File: src/rtl/rf_arb_pkg.sv
// Shared sizing defaults and FSM state encoding for the register-file port arbiter.
package rf_arb_pkg;

  localparam int unsigned XLEN  = 32;
  localparam int unsigned NREGS = 32;
  localparam int unsigned AW    = $clog2(NREGS);

  typedef enum logic [2:0] {
    ST_INIT      = 3'd0,
    ST_IDLE      = 3'd1,
    ST_HALT_WAIT = 3'd2,
    ST_ACCESS    = 3'd3,
    ST_RESP      = 3'd4
  } state_e;

endpackage

File: src/rtl/regfile_port_arbiter_if.sv
// Bundle of pipeline writeback, register-file port and debug-loader signals around the arbiter.
interface regfile_port_arbiter_if #(
  parameter int unsigned XLEN  = rf_arb_pkg::XLEN,
  parameter int unsigned NREGS = rf_arb_pkg::NREGS
);
  localparam int unsigned AW = $clog2(NREGS);

  logic            wb_we;
  logic [AW-1:0]   wb_rd;
  logic [XLEN-1:0] wb_data;
  logic [AW-1:0]   core_rs1;
  logic            core_halted;
  logic            stall_req;
  logic            rf_we;
  logic [AW-1:0]   rf_rd;
  logic [XLEN-1:0] rf_wdata;
  logic [AW-1:0]   rf_rs1;
  logic [XLEN-1:0] rf_rs1_data;
  logic            dbg_req;
  logic            dbg_we;
  logic [AW-1:0]   dbg_addr;
  logic [XLEN-1:0] dbg_wdata;
  logic            dbg_ack;
  logic [XLEN-1:0] dbg_rdata;
  logic            init_done;

  modport slave (
    input  wb_we, wb_rd, wb_data, core_rs1, core_halted, rf_rs1_data,
           dbg_req, dbg_we, dbg_addr, dbg_wdata,
    output stall_req, rf_we, rf_rd, rf_wdata, rf_rs1, dbg_ack, dbg_rdata, init_done
  );

  modport master (
    output wb_we, wb_rd, wb_data, core_rs1, core_halted, rf_rs1_data,
           dbg_req, dbg_we, dbg_addr, dbg_wdata,
    input  stall_req, rf_we, rf_rd, rf_wdata, rf_rs1, dbg_ack, dbg_rdata, init_done
  );

endinterface

File: src/rtl/regfile_port_arbiter.sv
// Shares the register-file write/rs1 ports between the core pipeline and a debug loader,
// clearing x1..x(NREGS-1) after reset and halting the core around each debug access.
module regfile_port_arbiter #(
  parameter int unsigned XLEN  = rf_arb_pkg::XLEN,
  parameter int unsigned NREGS = rf_arb_pkg::NREGS
) (
  input  logic                  clk,
  input  logic                  rst,
  regfile_port_arbiter_if.slave bus
);
  import rf_arb_pkg::*;

  localparam int unsigned     AW       = $clog2(NREGS);
  localparam logic [AW-1:0]   LAST_REG = AW'(NREGS - 1);
  localparam logic [AW-1:0]   X0       = '0;

  localparam logic [2:0] S_INIT      = 3'(ST_INIT);
  localparam logic [2:0] S_IDLE      = 3'(ST_IDLE);
  localparam logic [2:0] S_HALT_WAIT = 3'(ST_HALT_WAIT);
  localparam logic [2:0] S_ACCESS    = 3'(ST_ACCESS);
  localparam logic [2:0] S_RESP      = 3'(ST_RESP);

  logic [2:0]      state_q, state_d;
  logic [AW-1:0]   cnt_q, cnt_d;
  logic            init_done_q;
  logic [XLEN-1:0] rdata_q;

  logic            we_c;
  logic [AW-1:0]   rd_c;
  logic [XLEN-1:0] wdata_c;
  logic [AW-1:0]   rs1_c;
  logic            stall_c;
  logic            ack_c;
  logic            rload_c;

  // State, clear counter and debug read-data registers
  always_ff @(posedge clk or posedge rst) begin
    if (rst) begin
      state_q     <= S_INIT;
      cnt_q       <= AW'(1);
      init_done_q <= 1'b0;
      rdata_q     <= '0;
    end else begin
      state_q <= state_d;
      cnt_q   <= cnt_d;
      if (state_q == S_INIT && cnt_q == LAST_REG) init_done_q <= 1'b1;
      if (rload_c) rdata_q <= (bus.dbg_addr == X0) ? '0 : bus.rf_rs1_data;
    end
  end

  // Next state plus write-port and rs1 muxes; writeback passes through unless overridden
  always_comb begin
    state_d = state_q;
    cnt_d   = cnt_q;
    we_c    = bus.wb_we;
    rd_c    = bus.wb_rd;
    wdata_c = bus.wb_data;
    rs1_c   = bus.core_rs1;
    stall_c = 1'b1;
    ack_c   = 1'b0;
    rload_c = 1'b0;
    case (state_q)
      S_INIT: begin
        we_c    = 1'b1;
        rd_c    = cnt_q;
        wdata_c = '0;
        if (cnt_q == LAST_REG) state_d = S_IDLE;
        else                   cnt_d   = cnt_q + AW'(1);
      end
      S_IDLE: begin
        stall_c = 1'b0;
        if (bus.dbg_req) state_d = S_HALT_WAIT;
      end
      S_HALT_WAIT: begin
        if (bus.core_halted) state_d = S_ACCESS;
      end
      S_ACCESS: begin
        rs1_c = bus.dbg_addr;
        // A writeback in flight wins; the debug access retries next cycle
        if (!bus.wb_we) begin
          if (bus.dbg_we) begin
            we_c    = 1'b1;
            rd_c    = bus.dbg_addr;
            wdata_c = bus.dbg_wdata;
          end else begin
            rload_c = 1'b1;
          end
          state_d = S_RESP;
        end
      end
      S_RESP: begin
        stall_c = 1'b0;
        ack_c   = 1'b1;
        state_d = S_IDLE;
      end
      default: begin
        state_d = S_INIT;
        cnt_d   = AW'(1);
      end
    endcase
  end

  // x0 is hardwired, so no write to it ever reaches the register file
  assign bus.rf_we     = we_c & (rd_c != X0) & ~rst;
  assign bus.rf_rd     = rd_c;
  assign bus.rf_wdata  = wdata_c;
  assign bus.rf_rs1    = rs1_c;
  assign bus.stall_req = stall_c;
  assign bus.dbg_ack   = ack_c;
  assign bus.dbg_rdata = rdata_q;
  assign bus.init_done = init_done_q;

endmodule

File: src/flat_wrapper.sv
// flat-port wrapper written by rule: the top's interface ports become plain ports
module regfile_port_arbiter_flat import rf_arb_pkg::*;
#(
  parameter int unsigned XLEN  = rf_arb_pkg::XLEN,
  parameter int unsigned NREGS = rf_arb_pkg::NREGS
)
  (clk, rst, bus_wb_we, bus_wb_rd, bus_wb_data, bus_core_rs1, bus_core_halted, bus_rf_rs1_data, bus_dbg_req, bus_dbg_we, bus_dbg_addr, bus_dbg_wdata, bus_stall_req, bus_rf_we, bus_rf_rd, bus_rf_wdata, bus_rf_rs1, bus_dbg_ack, bus_dbg_rdata, bus_init_done);
  regfile_port_arbiter_if #(.XLEN(XLEN), .NREGS(NREGS)) bus_i ();
  input  logic clk;
  input  logic rst;
  input wire logic [$bits(bus_i.wb_we)-1:0] bus_wb_we;
  input wire logic [$bits(bus_i.wb_rd)-1:0] bus_wb_rd;
  input wire logic [$bits(bus_i.wb_data)-1:0] bus_wb_data;
  input wire logic [$bits(bus_i.core_rs1)-1:0] bus_core_rs1;
  input wire logic [$bits(bus_i.core_halted)-1:0] bus_core_halted;
  input wire logic [$bits(bus_i.rf_rs1_data)-1:0] bus_rf_rs1_data;
  input wire logic [$bits(bus_i.dbg_req)-1:0] bus_dbg_req;
  input wire logic [$bits(bus_i.dbg_we)-1:0] bus_dbg_we;
  input wire logic [$bits(bus_i.dbg_addr)-1:0] bus_dbg_addr;
  input wire logic [$bits(bus_i.dbg_wdata)-1:0] bus_dbg_wdata;
  output wire logic [$bits(bus_i.stall_req)-1:0] bus_stall_req;
  output wire logic [$bits(bus_i.rf_we)-1:0] bus_rf_we;
  output wire logic [$bits(bus_i.rf_rd)-1:0] bus_rf_rd;
  output wire logic [$bits(bus_i.rf_wdata)-1:0] bus_rf_wdata;
  output wire logic [$bits(bus_i.rf_rs1)-1:0] bus_rf_rs1;
  output wire logic [$bits(bus_i.dbg_ack)-1:0] bus_dbg_ack;
  output wire logic [$bits(bus_i.dbg_rdata)-1:0] bus_dbg_rdata;
  output wire logic [$bits(bus_i.init_done)-1:0] bus_init_done;
  assign bus_i.wb_we = bus_wb_we;
  assign bus_i.wb_rd = bus_wb_rd;
  assign bus_i.wb_data = bus_wb_data;
  assign bus_i.core_rs1 = bus_core_rs1;
  assign bus_i.core_halted = bus_core_halted;
  assign bus_i.rf_rs1_data = bus_rf_rs1_data;
  assign bus_i.dbg_req = bus_dbg_req;
  assign bus_i.dbg_we = bus_dbg_we;
  assign bus_i.dbg_addr = bus_dbg_addr;
  assign bus_i.dbg_wdata = bus_dbg_wdata;
  assign bus_stall_req = bus_i.stall_req;
  assign bus_rf_we = bus_i.rf_we;
  assign bus_rf_rd = bus_i.rf_rd;
  assign bus_rf_wdata = bus_i.rf_wdata;
  assign bus_rf_rs1 = bus_i.rf_rs1;
  assign bus_dbg_ack = bus_i.dbg_ack;
  assign bus_dbg_rdata = bus_i.dbg_rdata;
  assign bus_init_done = bus_i.init_done;
  regfile_port_arbiter #(.XLEN(XLEN), .NREGS(NREGS)) u_core (.clk(clk), .rst(rst), .bus(bus_i));
endmodule
File: config.mk
export PLATFORM = sky130hd
export DESIGN_NAME = regfile_port_arbiter_flat
export DESIGN_NICKNAME = d
export VERILOG_FILES = /design/src/rtl/rf_arb_pkg.sv /design/src/rtl/regfile_port_arbiter_if.sv /design/src/rtl/regfile_port_arbiter.sv /design/src/flat_wrapper.sv
export SDC_FILE = /design/constraint.sdc
export NUM_CORES = 1
export LEC_CHECK = 0
export BUFFER_PORTS_ARGS = -buffer_cell sky130_fd_sc_hd__buf_4
export CORE_ASPECT_RATIO = 0.75
export CORE_UTILIZATION = 39
export DETAILED_ROUTE_END_ITERATION = 16
export PLACE_DENSITY = 0.81
export SKIP_CTS_REPAIR_TIMING = 1
export SYNTH_ARGS = -nofsm -noshare
export SYNTH_HDL_FRONTEND = slang
export SYNTH_SLANG_ARGS = --single-unit
export TNS_END_PERCENT = 30
File: constraint.sdc
create_clock -name clk -period 2.9 [get_ports clk]
set_clock_uncertainty 0.15 [all_clocks]
set_input_delay 0.29 -clock clk [delete_from_list [all_inputs] [get_ports clk]]
set_output_delay 0.29 -clock clk [all_outputs]
set_load 0.05 [all_outputs]
==> impl_metrics.tcl <==
set metrics [dict create \
    switchingPower_mw 2.58 \
    holdWs_ns -0.0168 \
    max_freq_mhz 347 \
    cts_root_buf "clkbuf_8" \
    routedWlPerCell_um 15.6 \
    crit_required_ns 2.46 \
    place.gp.congestion 0.832 \
    drt_first_pass_iters 4 \
    path_clk_slew_ns 0.08 \
    final_common_cell "buf_4" \
    vias_per_cell 5.07 \
    ys_seq_area_share_pct 44.6 \
    seq_power_share_pct 21.1 \
    synth_top_area_share_pct 43.4 \
    place_area_um2 3810 \
    cts_max_path_buffers 2 \
    drive_above_1_share_pct 48.7 \
    use_met2_pct 42.8 \
    final_cell_mix "buf_4 (201), nand2_1 (65), dfrtp_1 (38)" \
    ys_top_cells_by_area "dfrtp_1 (43%), a22o_1 (12%), nand2_1 (11%)" \
    ios 195 \
    core_area_um2 5530 \
    ys_ff_latch 41 \
    period_share_pct 99.2 \
    cts_made_buffers 5 \
    final.setup.tns_ns 0 \
    clockPowerShare_pct 9.1 \
    grt_max_degree 67 \
    use_met3_pct 5.37 \
    netlist_instances 268 \
    place_hpwl_mm 6.22 \
    synth_top_area_cell "dfrtp_1" \
    cellInternalPower_mw 2.08 \
    drc_errors 0 \
    drtAntennaViolNets 0 \
    worst_slew_pin_slew_ns 0.747 \
    track_usage_pct 24.9 \
    hp-class "input port to asynchronous set/reset pin" \
    routed_wl_mm 8.30 \
    endpoint_kind "output port" \
    p_leak_nw 2.04 \
    crit_path_max_fanout 6 \
    grt_pass1_vias 2383 \
    max_cap_viol_count 0 \
    synth_cell_types 35 \
    syn_area_um2 2300 \
    hold_viol 38 \
    violations "hold timing" \
    critical_path_class "flip-flop to output port" \
    syn_to_final_growth_pct 71.3 \
    maxSlewViolCount 0 \
    clock_sink_count 41 \
    initial_utilization_pct 41.7 \
    start_kind "flip-flop" \
    grt_pass1_wl_mm 12.0 \
    final_cell_area_um2 3950 \
    yosysWarnings 0 \
    vdd_drop_max_mv 0.833 \
    cts_tree "yes" \
    fp.dieW_um 90.8 \
    fp.dieH_um 68.6 \
    vias 2694 \
    switching_share_pct 55.3 \
    io_buffers 194 \
    setup_violations 0 \
    layout.nets 574 \
    rsz0062_at_grt "yes" \
    grtUsageMet1_pct 32.5 \
    synth_fp_nets 387 \
    gr-total-overflow 0 \
    antenna_found_initial 0 \
    cp.arrival_ns 2.44 \
    core.rowCount 23 \
    power_density_nw_per_um2 1180 \
    postSynthAreaPerCell_um2 8.60 \
    period_needed_ns 2.88 \
    p_comb_share_pct 69.8 \
    dieArea_um2 6220 \
    busiest_layer "met2" \
    diodes 0 \
    slew_headroom_pct 49.8 \
    htree_num_levels 2 \
    first_iter_violations 78 \
    clk-insertion-delay-late_ns 0.29 \
    outcome "finished with violations" \
]
stage by stage:
stage | hold slack [ns] | cells | power, mW | setup WS (ns) | util (%)
2_1_floorplan | 0.273 | 268 | 3.20 | 0.129 | -
3_3_place_gp | 0.314 | 520 | 4.14 | 0.355 | 69.0
3_5_place_dp | 0.320 | 520 | 4.20 | 0.323 | 69.0
4_1_cts | -0.00126 | 528 | 4.63 | -0.0223 | 70.9
5_1_grt | 0.0376 | 531 | 4.88 | -0.0694 | 71.4
6_report | -0.0168 | 531 | 4.66 | 0.0221 | 71.4
state kept, by name, summed over array words and instances (netlist names):
register,flops
u_core.bus.dbg_rdata,32
u_core.bus.init_done,1
u_core.cnt_q,5
u_core.state_q,3
power groups by stage:
stage | sequential, mW | combinational, mW | clock [mW]
floorplan | 1.57 | 1.63 | 0
global placement | 0.981 | 3.16 | 0
detailed placement | 0.983 | 3.22 | 0
CTS | 0.986 | 3.21 | 0.432
global route | 1.01 | 3.41 | 0.456
finish | 0.980 | 3.25 | 0.424
synth_stat cells:
cell type,n
a21oi_1,7
ha_1,2
a31oi_1,1
xor2_1,1
buf_6,1
nor3_1,5
mux2_2,5
or3_1,1
dfstp_2,1
mux2i_1,1
a211oi_1,1
a22o_1,32
or2_1,1
nand2_1,65
o21ai_0,36
buf_2,2
a22oi_1,2
o21a_1,1
or4_1,1
and3_1,2
dfrtp_1,40
a221o_1,4
nand2b_1,3
o211ai_1,2
inv_1,6
nand3b_1,2
nor2_1,8
a21o_1,2
o22ai_1,1
clkbuf_1,20
o2bb2ai_1,2
buf_1,1
and2_1,5
nand4b_1,2
nor3b_1,2
final timing paths:
check                                               startpoint                                   end  slack [ns]  cells past startpoint
max                              u_core.state_q[1]$_DFFE_PP0P_                             bus_rf_we        0.02                      7
min in group clk                           bus_rf_rs1_data[10]  u_core.bus.dbg_rdata[10]$_DFFE_PP0P_        0.05                      2
min                                                        rst         u_core.state_q[1]$_DFFE_PP0P_       -0.02                      3
max in group asynchronous                                  rst         u_core.state_q[0]$_DFFE_PP0P_        2.24                      3
min reg2reg                u_core.bus.dbg_rdata[0]$_DFFE_PP0P_   u_core.bus.dbg_rdata[0]$_DFFE_PP0P_        0.36                      1
max reg2reg                      u_core.state_q[2]$_DFFE_PP0P_   u_core.bus.dbg_rdata[5]$_DFFE_PP0P_        0.77                      7
metal layers:
metal	up-vias	wire length, um
met4	0	72
li1	1318	-
met2	122	4230
met1	1248	3370
met3	6	629
met5	-	0
worst max-delay path, cell delays in order (launching register included):
cell      delay (ns)
dfrtp_2         0.41
buf_2           0.16
nand4b_1        0.14
a21o_1          0.23
a221o_1         0.31
or4_1           0.53
o21a_1          0.20
buf_6           0.15
logic make-up (layout without fill, tap and decap cells):
group,count (synthesis),count (layout),synth area share [%]
muxes,6,6,2.88
and+or+nand+nor,97,97,18.6
xor gates and xnor gates,1,1,0.380
AOI/OAI and AO/OA,91,91,27.1
buffers and inverters,30,218,5.32
DFF,41,41,44.6
adders and majority gates,2,2,1.09
layout make-up:
class                           count  area, um2
Fill cell                         447       1580
Clock inverter                      1       8.76
Tap cell                           75       93.8
Timing Repair Buffer              204       1540
Sequential cell                    41       1030
Inverter                            6       22.5
Clock buffer                        7       96.3
Multi-Input combinational cell    197       1160
(Power assumes the default switching activity.)
